**config.mk**
```make
export PLATFORM = sky130hd
export DESIGN_NAME = dmem_lsu_flat
export DESIGN_NICKNAME = d
export VERILOG_FILES = /design/src/rtl/dmem_lsu_if.sv /design/src/rtl/dmem_lsu.sv /design/src/flat_wrapper.sv
export SDC_FILE = /design/constraint.sdc
export NUM_CORES = 1
export LEC_CHECK = 0
export ABC_AREA = 1
export BUFFER_PORTS_ARGS = -buffer_cell sky130_fd_sc_hd__buf_2
export CORE_AREA = 2 2 124 186
export DETAILED_ROUTE_END_ITERATION = 16
export DIE_AREA = 0 0 126 188
export HOLD_SLACK_MARGIN = 0.05
export SLEW_MARGIN = 20
export SYNTH_ARGS = -nofsm -noshare
export SYNTH_HDL_FRONTEND = slang
export SYNTH_SLANG_ARGS = --single-unit
```
**constraint.sdc**
```tcl
create_clock -name clk_i -period 2.03 [get_ports clk_i]
set_input_delay 0.3045 -clock clk_i [delete_from_list [all_inputs] [get_ports clk_i]]
set_output_delay 0.3045 -clock clk_i [all_outputs]
set_load 0.02 [all_outputs]
```
**src/rtl/dmem_lsu_if.sv**
```systemverilog
// Core-side request/done bus of the data-memory load/store unit.
// The core drives the master modport and dmem_lsu uses the slave modport.
interface dmem_lsu_if #(
  parameter int WIDTH = 32
) ();
  logic             req_i;
  logic             we_i;
  logic [2:0]       funct3_i;
  logic [31:0]      addr_i;
  logic [WIDTH-1:0] wdata_i;
  logic             busy_o;
  logic             done_o;
  logic [WIDTH-1:0] rdata_o;
  logic             misalign_o;

  modport master (
    output req_i, we_i, funct3_i, addr_i, wdata_i,
    input  busy_o, done_o, rdata_o, misalign_o
  );

  modport slave (
    input  req_i, we_i, funct3_i, addr_i, wdata_i,
    output busy_o, done_o, rdata_o, misalign_o
  );
endinterface

```
**src/rtl/dmem_lsu.sv**
```systemverilog
// RV32I load/store unit for a word-indexed data memory; SB/SH use read-modify-write.
// Optional feature macro MISALIGN_TRAP_EN: misaligned LH/LHU/SH/LW/SW complete at once with misalign_o.
module dmem_lsu #(
  parameter int WIDTH      = 32,
  parameter int DMEM_DEPTH = 2048
) (
  input  logic             clk_i,
  input  logic             rstn_i,
  dmem_lsu_if.slave        lsu,
  output logic [31:0]      DMEM_Address_o,
  output logic [WIDTH-1:0] wd_data_o,
  output logic             write_en_DMEM_o,
  input  logic [WIDTH-1:0] DMEM_out_i
);

  if (WIDTH != 32 || DMEM_DEPTH < 1) begin : gUnsupported
    $error("dmem_lsu supports WIDTH = 32 and a positive DMEM_DEPTH only");
  end

  typedef enum logic [1:0] {
    IDLE   = 2'd0,
    ACCESS = 2'd1,
    WRITE  = 2'd2,
    RESP   = 2'd3
  } state_e;

  state_e           state_q;
  logic [31:0]      addr_q;
  logic [2:0]       funct3_q;
  logic             we_q;
  logic [WIDTH-1:0] wdata_q;
  logic [WIDTH-1:0] rdata_q;
  logic             done_q;
  logic             writeEn_q;

  logic [7:0]       byteLane;
  logic [15:0]      halfLane;
  logic [WIDTH-1:0] loadExt;
  logic [WIDTH-1:0] mergedWord;
  logic             accessLegal;

  // Lane extraction, load extension and sub-word merge all work on the word read at addr_q.
  always_comb begin
    byteLane = DMEM_out_i[{addr_q[1:0], 3'b000} +: 8];
    halfLane = addr_q[1] ? DMEM_out_i[31:16] : DMEM_out_i[15:0];

    loadExt = '0;
    case (funct3_q)
      3'b000:  loadExt = {{(WIDTH-8){byteLane[7]}}, byteLane};
      3'b001:  loadExt = {{(WIDTH-16){halfLane[15]}}, halfLane};
      3'b010:  loadExt = DMEM_out_i;
      3'b100:  loadExt = {{(WIDTH-8){1'b0}}, byteLane};
      3'b101:  loadExt = {{(WIDTH-16){1'b0}}, halfLane};
      default: loadExt = '0;
    endcase

    mergedWord = DMEM_out_i;
    if (funct3_q[0]) begin
      mergedWord[{addr_q[1], 4'b0000} +: 16] = wdata_q[15:0];
    end else begin
      mergedWord[{addr_q[1:0], 3'b000} +: 8] = wdata_q[7:0];
    end

    if (we_q) begin
      accessLegal = (funct3_q[2] == 1'b0) && (funct3_q[1:0] != 2'b11);
    end else begin
      accessLegal = (funct3_q != 3'b011) && (funct3_q[2:1] != 2'b11);
    end
  end

`ifdef MISALIGN_TRAP_EN
  logic misalignReq;
  logic misalign_q;

  always_comb begin
    misalignReq = 1'b0;
    if (lsu.funct3_i == 3'b010) begin
      misalignReq = (lsu.addr_i[1:0] != 2'b00);
    end else if (lsu.funct3_i == 3'b001 || (!lsu.we_i && lsu.funct3_i == 3'b101)) begin
      misalignReq = lsu.addr_i[0];
    end
  end

  assign lsu.misalign_o = misalign_q;
`else
  assign lsu.misalign_o = 1'b0;
`endif

  // SW writes straight from ACCESS; SB/SH register the merged word and write it in WRITE.
  always_ff @(posedge clk_i) begin
    if (!rstn_i) begin
      state_q   <= IDLE;
      addr_q    <= '0;
      funct3_q  <= '0;
      we_q      <= 1'b0;
      wdata_q   <= '0;
      rdata_q   <= '0;
      done_q    <= 1'b0;
      writeEn_q <= 1'b0;
`ifdef MISALIGN_TRAP_EN
      misalign_q <= 1'b0;
`endif
    end else begin
      case (state_q)
        IDLE: begin
          done_q <= 1'b0;
`ifdef MISALIGN_TRAP_EN
          misalign_q <= 1'b0;
`endif
          if (lsu.req_i) begin
            addr_q   <= lsu.addr_i;
            funct3_q <= lsu.funct3_i;
            we_q     <= lsu.we_i;
            wdata_q  <= lsu.wdata_i;
`ifdef MISALIGN_TRAP_EN
            if (misalignReq) begin
              writeEn_q  <= 1'b0;
              done_q     <= 1'b1;
              misalign_q <= 1'b1;
              state_q    <= RESP;
            end else
`endif
            begin
              writeEn_q <= lsu.we_i && (lsu.funct3_i == 3'b010);
              state_q   <= ACCESS;
            end
          end
        end
        ACCESS: begin
          if (!accessLegal) begin
            rdata_q   <= '0;
            writeEn_q <= 1'b0;
            done_q    <= 1'b1;
            state_q   <= RESP;
          end else if (!we_q) begin
            rdata_q <= loadExt;
            done_q  <= 1'b1;
            state_q <= RESP;
          end else if (funct3_q == 3'b010) begin
            writeEn_q <= 1'b0;
            done_q    <= 1'b1;
            state_q   <= RESP;
          end else begin
            wdata_q   <= mergedWord;
            writeEn_q <= 1'b1;
            state_q   <= WRITE;
          end
        end
        WRITE: begin
          writeEn_q <= 1'b0;
          done_q    <= 1'b1;
          state_q   <= RESP;
        end
        RESP: begin
          done_q <= 1'b0;
`ifdef MISALIGN_TRAP_EN
          misalign_q <= 1'b0;
`endif
          state_q <= IDLE;
        end
        default: state_q <= IDLE;
      endcase
    end
  end

  assign lsu.busy_o      = (state_q != IDLE);
  assign lsu.done_o      = done_q;
  assign lsu.rdata_o     = rdata_q;
  assign DMEM_Address_o  = {2'b00, addr_q[31:2]};
  assign wd_data_o       = wdata_q;
  // A store caught by reset must never reach the memory, even in the reset cycle itself.
  assign write_en_DMEM_o = writeEn_q & rstn_i;

endmodule

```
**src/flat_wrapper.sv**
```systemverilog
// flat-port wrapper written by rule: the top's interface ports become plain ports
module dmem_lsu_flat 
#(
  parameter int WIDTH      = 32,
  parameter int DMEM_DEPTH = 2048
)
  (clk_i, rstn_i, DMEM_Address_o, wd_data_o, write_en_DMEM_o, DMEM_out_i, lsu_req_i, lsu_we_i, lsu_funct3_i, lsu_addr_i, lsu_wdata_i, lsu_busy_o, lsu_done_o, lsu_rdata_o, lsu_misalign_o);
  dmem_lsu_if #(.WIDTH(WIDTH)) lsu_i ();
  input  logic clk_i;
  input  logic rstn_i;
  output logic [31:0] DMEM_Address_o;
  output logic [WIDTH-1:0] wd_data_o;
  output logic write_en_DMEM_o;
  input  logic [WIDTH-1:0] DMEM_out_i;
  input wire logic [$bits(lsu_i.req_i)-1:0] lsu_req_i;
  input wire logic [$bits(lsu_i.we_i)-1:0] lsu_we_i;
  input wire logic [$bits(lsu_i.funct3_i)-1:0] lsu_funct3_i;
  input wire logic [$bits(lsu_i.addr_i)-1:0] lsu_addr_i;
  input wire logic [$bits(lsu_i.wdata_i)-1:0] lsu_wdata_i;
  output wire logic [$bits(lsu_i.busy_o)-1:0] lsu_busy_o;
  output wire logic [$bits(lsu_i.done_o)-1:0] lsu_done_o;
  output wire logic [$bits(lsu_i.rdata_o)-1:0] lsu_rdata_o;
  output wire logic [$bits(lsu_i.misalign_o)-1:0] lsu_misalign_o;
  assign lsu_i.req_i = lsu_req_i;
  assign lsu_i.we_i = lsu_we_i;
  assign lsu_i.funct3_i = lsu_funct3_i;
  assign lsu_i.addr_i = lsu_addr_i;
  assign lsu_i.wdata_i = lsu_wdata_i;
  assign lsu_busy_o = lsu_i.busy_o;
  assign lsu_done_o = lsu_i.done_o;
  assign lsu_rdata_o = lsu_i.rdata_o;
  assign lsu_misalign_o = lsu_i.misalign_o;
  dmem_lsu #(.WIDTH(WIDTH), .DMEM_DEPTH(DMEM_DEPTH)) u_core (.clk_i(clk_i), .rstn_i(rstn_i), .lsu(lsu_i), .DMEM_Address_o(DMEM_Address_o), .wd_data_o(wd_data_o), .write_en_DMEM_o(write_en_DMEM_o), .DMEM_out_i(DMEM_out_i));
endmodule
```
==> flow_summary.ini <==
[power]
combinationalPowerShare_pct = 52.5
seq_power_share_pct = 30.3
vdd_drop_max_mv = 0.6394
power.internal_uw = 5452
clkPwrFrac_pct = 17.2
p_sw_uw = 5051
switching_share_pct = 48.09
p_leak_uw = 0.003505
power_density_mw_per_mm2 = 1439

[timing]
skew_ps = 12.77
slew_violations = 0
tightest_slew_ps = 515.6
min_period_over_period_pct = 91.35
setup_tns_ps = 0
hold_viol = 0
setup_violations = 0
rsz0062_at_grt = false
fin_crit_ps = 1854
max_freq_mhz = 539.2
relSlewSlack_pct = 65.63

[drt]
num_vias = 6389
dr.pass1.iters = 5
drt_iter0_markers = 522
drc = 0
wl_per_cell_um = 16.36
antenna_left = 0
routed_wl_um = 21990
viasPerCell = 4.754

[floorplan]
core_mm2 = 0.02213
placementRows = 67
die_w_um = 126
die_h_um = 188
io_pins = 203
die_area_mm2 = 0.02369
start_util_pct = 27.33

[cts]
post_cts_buffers = 0
path_clk_slew_ps = 80
cts_made_buffers = 9
cts_tree = built
cts.path.max_buffers = 2
cts-htree-levels = 3
cts_root_buf = clkbuf_16
clk_latency_ps = 370
numClockSinks = 104

[setup_path]
crit_arrival_ps = 2150
path_cells = inv_2 -> ha_1 -> inv_1 -> nand3_1 -> o22ai_1 -> nand2_1 -> nand2_1 -> nand2_1 -> a21oi_1
worstPathMaxFanout = 16
worst_path_most_repeated_cell = nand2_1
required_ps = 2330
worst-setup-path-type = flip-flop to flip-flop
end_kind = flip-flop
cpPeakStageDelay_ps = 370
crit_slowest_cell = dfxtp_1
crit_path_start_kind = flip-flop

[placed_design]
hpwlAfterDp_um = 17140
io_buffers = 199
gp_congestion = 0.8976
dpl_cell_area_mm2 = 0.006992

[logic_synthesis]
yosysMostFrequentCell = nand2_1
ys_top_cells_by_count = nand2_1 (267), dfxtp_1 (104), a21oi_1 (89)
yosysTopAreaCellShare_pct = 34.42
async_reset_ff_share_pct = 0
yosysTopAreaCell = dfxtp_1
synth_area_per_cell_um2 = 6.589
ys_seq_area_share_pct = 34.42
synth_edf_count = 0
synth_area_mm2 = 0.006048
syn_inst = 918
synth_seq_cells = 104
synthFlopType = dfxtp_1
synthTopCellsByArea = dfxtp_1 (34%), nand2_1 (17%), a21oi_1 (7.4%)
ys_types = 35
ys_warn_count = 0

[finish]
stdcell_area_mm2 = 0.007301
nNetsFinal = 1174
drive_gt1_share_pct = 26.24
area_delta_synth_final_pct = 20.71

[grt]
grt_max_degree = 36
grt_pass1_wl_um = 33380
grt_usage_pct = 18.06
grt_pass1_vias = 6012
grt_antenna_before_repair = 1
grt-ovfl-total = 0

[status]
status = completed

[run]
maxCapViolations = 0

[min_path]
hp-class = primary input to flip-flop
## placed cells by master (no fill, tap or decap), drive strengths merged, types with 7 or more instances in the layout
master    n
buf     219
o22ai    20
nand2   274
o211ai    7
a22oi     8
clkbuf   11
dfxtp   104
nor2     87
or2      12
ha        9
inv      60
o21ai    91
nand3    57
a21oi    90
## through the flow
stage               power (uW)  std cells  utilization [%]  hold WS (ps)  worst slack [ps]
global route             11320       1344            32.99         197.2             14.73
finish                   10500       1344            32.99         189.7             175.5
detailed placement        8724       1327            31.59         453.4             180.2
floorplan                 7389        920                -         451.4             343.6
global placement          8683       1327            31.59         451.0             223.2
CTS                      10570       1343            32.94         181.8             165.7
## state kept, by name (all words and copies together), names as in the netlist
name / count
u_core.wd_data_o: 32
u_core.writeEn_q: 1
u_core.lsu.done_o: 1
u_core.state_q: 2
u_core.addr_q: 32
u_core.lsu.rdata_o: 32
u_core.we_q: 1
u_core.funct3_q: 3
## critical path: cells and delay by family (launching register included)
family	cells	cell delay [ps]
buffers and inverters	2	450
AO/OA/AOI/OAI	2	280
adder cells (fa/ha/maj)	1	220
flip-flops	1	370
AND/OR/NAND/NOR	4	470
## logic make-up (layout without fill, tap and decap cells)
logic type | after synthesis | in the layout | share of synthesized area, %
AO/OA/AOI/OAI | 216 | 216 | 19.09
adder cells (fa/ha/maj) | 9 | 9 | 1.862
buffers and inverters | 149 | 296 | 13.09
flip-flops | 104 | 104 | 34.42
other | 1 | 4 | 0.06200
AND/OR/NAND/NOR | 439 | 439 | 31.46
## metal layers
metal	global-route usage (%)	vias to the layer above	routed length, um
met3	3.110	53	1142
met2	31.14	222	10880
met4	10.78	0	1186
met5	0	-	0
met1	20.70	2882	8782
li1	-	3232	-
## timing repair
| item | in CTS | in global routing |
|---|---|---|
| hold buffers | 0 | 0 |
| resized for setup | 0 | 3 |
| endpoints found under the setup margin | 0 | 8 |
## area by class of cell
class / count / area (um2)
fill: 2550 / 14830
multi-input combinational: 667 / 3189
sequential: 104 / 2082
timing repair buffer: 219 / 1146
tap: 276 / 345.3
clock buffer: 11 / 242.7
inverter: 61 / 236.5
clock inverter: 5 / 56.30
antenna: 1 / 2.502
## path summary, 6_finish.rpt
kind | slack [ps] | cells after the start | start | to
min reg2reg | 460 | 2 | u_core.lsu.rdata_o[29] | u_core.lsu.rdata_o[29]
max reg2reg | 180 | 9 | u_core.addr_q[1] | u_core.wd_data_o[11]
max | 180 | 9 | u_core.addr_q[1] | u_core.wd_data_o[11]
min | 190 | 3 | lsu_addr_i[29] | u_core.addr_q[29]
## power groups by stage
stage | registers (uW) | logic [uW] | clock network (uW)
floorplan | 3660 | 3730 | 0
global placement | 3220 | 5460 | 0
detailed placement | 3220 | 5500 | 0
CTS | 3190 | 5520 | 1860
global route | 3270 | 6110 | 1940
finish | 3190 | 5510 | 1800
No activity file was read; power rests on OpenSTA's default activity.
